[src/rtl/wb_stage_pipe.sv]
// wb_stage_pipe: MIPS write-back stage with MEM/WB register, load extraction, GRF/bypass drive and retire counter
module wb_stage_pipe #(
  parameter int DATA_W   = 32,
  parameter int RA_W     = 5,
  parameter int LINK_OFS = 8,
  parameter int CNT_W    = 32
) (
  input  logic              clk,
  input  logic              reset,
  input  logic              stall,
  input  logic              flush,
  input  logic              in_valid,
  input  logic [31:0]       pc_in,
  input  logic              reg_we_in,
  input  logic [RA_W-1:0]   reg_wa_in,
  input  logic [1:0]        wb_sel_in,
  input  logic [2:0]        ld_type_in,
  input  logic [1:0]        addr_lo_in,
  input  logic [DATA_W-1:0] alu_in,
  input  logic [DATA_W-1:0] mem_in,
  input  logic [DATA_W-1:0] hilo_in,
  output logic              grf_we,
  output logic [RA_W-1:0]   grf_wa,
  output logic [DATA_W-1:0] grf_wd,
  output logic [31:0]       wb_pc,
  output logic              fwd_valid,
  output logic [RA_W-1:0]   fwd_wa,
  output logic [DATA_W-1:0] fwd_wd,
  output logic              align_err,
  output logic [CNT_W-1:0]  retired
);
  localparam logic [2:0] LB = 3'd1, LBU = 3'd2, LH = 3'd3, LHU = 3'd4;
  logic              valid, reg_we;
  logic [31:0]       pc;
  logic [RA_W-1:0]   wa;
  logic [1:0]        wb_sel, addr_lo;
  logic [2:0]        ld_type;
  logic [DATA_W-1:0] alu, mem, hilo;
  logic [CNT_W-1:0]  cnt;
  always_ff @(posedge clk or posedge reset) begin
    if (reset) begin
      valid   <= 1'b0;
      reg_we  <= 1'b0;
      pc      <= '0;
      wa      <= '0;
      wb_sel  <= '0;
      addr_lo <= '0;
      ld_type <= '0;
      alu     <= '0;
      mem     <= '0;
      hilo    <= '0;
      cnt     <= '0;
    end else begin
      if (flush) valid <= 1'b0;
      else if (!stall) begin
        valid   <= in_valid;
        reg_we  <= reg_we_in;
        pc      <= pc_in;
        wa      <= reg_wa_in;
        wb_sel  <= wb_sel_in;
        addr_lo <= addr_lo_in;
        ld_type <= ld_type_in;
        alu     <= alu_in;
        mem     <= mem_in;
        hilo    <= hilo_in;
      end
      if (valid && !stall) cnt <= cnt + 1'b1;
    end
  end
  logic [7:0]        ld_b;
  logic [15:0]       ld_h;
  logic [31:0]       link;
  logic [DATA_W-1:0] ld_val, wd;
  logic              is_lw, is_h, err;
  always_comb begin
    ld_b   = 8'(mem >> {addr_lo, 3'b000});
    ld_h   = 16'(mem >> {addr_lo[1], 4'b0000});
    link   = pc + 32'(LINK_OFS);
    ld_val = ld_type == LB  ? {{(DATA_W-8){ld_b[7]}}, ld_b} :
             ld_type == LBU ? {{(DATA_W-8){1'b0}}, ld_b} :
             ld_type == LH  ? {{(DATA_W-16){ld_h[15]}}, ld_h} :
             ld_type == LHU ? {{(DATA_W-16){1'b0}}, ld_h} : mem;
    wd     = wb_sel == 2'd0 ? alu :
             wb_sel == 2'd1 ? ld_val :
             wb_sel == 2'd2 ? DATA_W'(link) : hilo;
    is_lw  = ld_type == 3'd0 || ld_type > LHU;
    is_h   = ld_type == LH || ld_type == LHU;
    err    = valid && wb_sel == 2'd1 && ((is_lw && addr_lo != 2'd0) || (is_h && addr_lo[0]));
  end
  assign align_err = err;
  assign grf_we    = valid && reg_we && wa != '0 && !err;
  assign grf_wa    = wa;
  assign grf_wd    = wd;
  assign fwd_valid = grf_we;
  assign fwd_wa    = wa;
  assign fwd_wd    = wd;
  assign wb_pc     = pc;
  assign retired   = cnt;
endmodule
[config.mk]
export PLATFORM = sky130hd
export DESIGN_NAME = wb_stage_pipe
export DESIGN_NICKNAME = d
export VERILOG_FILES = /design/src/rtl/wb_stage_pipe.sv
export SDC_FILE = /design/constraint.sdc
export NUM_CORES = 1
export LEC_CHECK = 0
export CAP_MARGIN = 20
export CELL_PAD_IN_SITES_DETAIL_PLACEMENT = 0
export CELL_PAD_IN_SITES_GLOBAL_PLACEMENT = 2
export CORE_ASPECT_RATIO = 1.4
export CORE_MARGIN = 5
export CORE_UTILIZATION = 27
export CTS_CLUSTER_SIZE = 10
export DETAILED_ROUTE_END_ITERATION = 8
export MAX_ROUTING_LAYER = met4
export PLACE_DENSITY_LB_ADDON = 0.3
export SLEW_MARGIN = 20
export SYNTH_ARGS = -nofsm -noshare
export SYNTH_HDL_FRONTEND = slang
export SYNTH_SLANG_ARGS = --single-unit
[constraint.sdc]
create_clock -name clk -period 5.4 [get_ports clk]
set_input_delay 0.81 -clock clk [delete_from_list [all_inputs] [get_ports clk]]
set_output_delay 0.81 -clock clk [all_outputs]
set_load 0.01 [all_outputs]
==> impl_results.md <==
* Outcome: finished clean
* # clock sinks at 174
* Buffer depth of the longest clock path at 2
* GRT Residual Overflow at 0
* Setup bufs post-CTS at 0
* Fin crit share at 83.3%
* Met3 GRT Util at 4.02%
* Dpl cells at 1428
* Area delta synth->final at 40.5%
* CTS tree: built
* Drt initial violations at 260
* Commonest non-fill, non-tap cells in the layout: 286 x clkdlybuf4s50_1, 173 x dfrtp_1, 145 x mux2_2, 45 x nor2_1, 39 x a21oi_1
* Worst-Skew Late Latency at around 0.45 ns
* Unrepaired setup endpoints after global routing: no
* Hold buffer count at CTS at 0
* PwrDens at 344 nW/um^2
* Data arrival, critical path at 3.69 ns
* Placed instance area at about 12000 sq um
* WS Path Type: flop to output pin
* Period minus WS final at 4.50 ns
* H-tree Lvls at 4
* Avg Cell Area, Syn at between 10 and 15 sq um
* RD Place Congestion at 0.780
* Slew @ Worst Pin at 0.983 ns
* Reg2reg setup slack at 3.21 ns
* Max IR drop VDD at 203 uV
* Root Driver: clkbuf_16
* Total CTS buffers at 17
* Max-Slew Margin vs Limit at 34.4%
* Setup TNS at 0 ns
* Crit-path leading delay family: simple AND/OR/NAND/NOR gates
* Leading cell type in the layout, fill and taps excluded: clkdlybuf4s50_1
* Clk_skew at 0.00895 ns
* # fillers at between 3000 and 4000
* DR WL/cell at 21.3 microns
* R2R cell count at 5
* Final slew viol count at 0
* Buf+Inv Stages, Crit Path at 1
* Post-Layout Cell Count at 1466
* Via count at 6889
* Via/cell ratio at 4.70
* HPWL reported at the end of detailed placement at 23300 microns
* Largest net degree at the start of global routing at 175
* Worst path cell trace: mux4_2 > nand3_1 > nand2_1 > a21oi_1 > o22ai_1 > clkdlybuf4s50_1
* First-pass DRT Iterations at 4
* Yosys reg bits at 174
* Busiest grt layer: met2
* CP Depth at 6
* Critical path's slowest cell: dfrtp_1
* Initial antenna violation count at 5
* DR DRC count at 0
* Setup WS pre-CTS at 1.31 ns
* Worst Setup SP: addr_lo[0]
* Starting Density at between 20% and 30%
* CP Capture Type: output pin
* Main flop type after synthesis: dfrtp_1
* Syn nets at roughly 920
* Clk slew on worst S/H paths at 0.08 ns
* PostCTS Resize Cnt at 0
* Die H at 227 microns
* Synthesized area at 9080 sq um
* Worst setup path end: fwd_wd[15]
* Total of max-cap violations at 0
* Layout cells sized above 1 at 21.0%
* Critical path fanouts, max at 18
* # setup viols final at 0
* Sequential area share after synthesis at 48.0%
* Die Span X at 165 microns
* DIE AREA at roughly 37000 sq um
* Synth unique cells at 54
* Worst Hold Class: flop to flop
* Reg-to-Reg End: retired[28]
* Fin. Hold Viols at 0
* Grt met1 use at between 10% and 20%
* Synth Warn # at 0
* Final Net Count at 1151
* CP Launch Type: flop
* Io pins at 287
* F_max at 0.222 GHz
* Asr flop ratio synth at 100%
* Final instance area at approximately 13000 sq um
* Critical Path Max Stage Delay at approximately 0.70 ns
* GRT Util Overall at 17.2%
* Global-route wire length before repair at 46000 microns
* Final ANT Viol Nets at 0
* Rows at 79
* Post-Syn Instances at 769
* Leak Pwr at around 5.1 nW
* R2r startpoint: valid
* Met2 usage at 29.3%
* Vias in the first global route at 7303
* Worst path required time at 4.59 ns
* Port bufs at around 290
* Core area at around 33000 sq um
* Routed WL at 31200 microns
* Post-route setup slack at 0.903 ns
* EDFF count, synth at 0
[worst min path at each step]
stage / startpoint / to / slack, ns / cells past startpoint
after global placement: retired[22] / retired[22] / 0.48 / 1
after CTS: retired[31] / retired[31] / 0.49 / 1
after floorplan: hilo[31] / hilo[31] / 0.47 / 1
after detailed placement: retired[31] / retired[31] / 0.47 / 1
final: retired[31] / retired[31] / 0.49 / 1
after global routing: retired[25] / retired[25] / 0.51 / 1
[per-layer routing]
layer	vias up	routed length [microns]
li1	3226	-
met1	3465	12500
met2	173	16500
met3	25	1530
met4	0	690
met5	-	0
[per-stage QoR]
step	power, W	utilization, %	hold WS (ns)
final	0.00439	38.4	0.488
after detailed placement	0.00311	36.5	0.473
after global routing	0.00462	38.4	0.514
after global placement	0.00311	36.5	0.478
after CTS	0.00447	38.4	0.494
after floorplan	0.00242	-	0.472
[kinds of logic (layout without fill, tap and decap cells)]
family | after synthesis | in the layout | share of synthesized area, %
and+or+nand+nor | 163 | 163 | 9.76
muxes | 173 | 173 | 23.2
other | 0 | 6 | 0
DFF | 174 | 174 | 48.0
adders and majority gates | 3 | 3 | 0.413
buffers and inverters | 89 | 335 | 5.44
xor gates and xnor gates | 53 | 53 | 5.11
AOI/OAI and AO/OA | 114 | 114 | 8.16
[worst reg2reg max path, stage by stage, from the launching register on]
cell	delay (ns)
dfrtp_1	0.43
nor2b_1	0.46
nand4_1	0.40
nor3_4	0.49
nand4_1	0.17
xnor2_1	0.15
[cells in the mapped netlist, types with 3 or more instances]
cell type | n | area [sq um]
nand3_1 | 21 | 105
a211oi_1 | 5 | 37.5
xnor2_1 | 31 | 272
and3_1 | 8 | 50.1
o31ai_1 | 3 | 22.5
and4_1 | 4 | 35.0
ha_1 | 3 | 37.5
and2_1 | 6 | 37.5
nand4_1 | 19 | 119
nor2_1 | 46 | 173
a21oi_1 | 39 | 195
clkbuf_1 | 33 | 124
nand2_1 | 33 | 124
o211ai_1 | 6 | 45.0
nand2b_1 | 5 | 31.3
mux2_2 | 145 | 1630
xor2_1 | 22 | 193
o22ai_1 | 8 | 50.1
mux4_2 | 15 | 338
mux2i_1 | 12 | 120
buf_2 | 5 | 25.0
dfrtp_1 | 174 | 4350
buf_4 | 39 | 293
inv_1 | 10 | 37.5
o221ai_1 | 8 | 70.1
o211a_1 | 4 | 40.0
nor3_1 | 6 | 30.0
o21ai_0 | 25 | 125
[power by group]
part           leakage, nW  total [W]  switching, W  internal (W)
clock network        0.302    0.00133      0.000609      0.000717
logic                 2.66    0.00140      0.000620      0.000779
registers             2.11    0.00166      0.000188       0.00147
[state kept, by name (all words and copies together), names as in the netlist]
register,cells
fwd_wa,5
wb_pc,32
ld_type,3
retired,32
addr_lo,2
mem,32
reg_we,1
valid,1
alu,32
wb_sel,2
hilo,32
[layout make-up]
| cell class | count | area, sq um | area share, % |
|---|---|---|---|
| Antenna cell | 6 | 15.0 | 0.118 |
| Clock buffer | 18 | 439 | 3.44 |
| Clock inverter | 14 | 173 | 1.35 |
| Inverter | 11 | 45.0 | 0.353 |
| Multi-Input combinational cell | 506 | 4240 | 33.2 |
| Sequential cell | 174 | 4360 | 34.1 |
| Tap cell | 445 | 557 | 4.37 |
| Timing Repair Buffer | 292 | 2930 | 23.0 |
No activity file was read; power rests on OpenSTA's default activity.
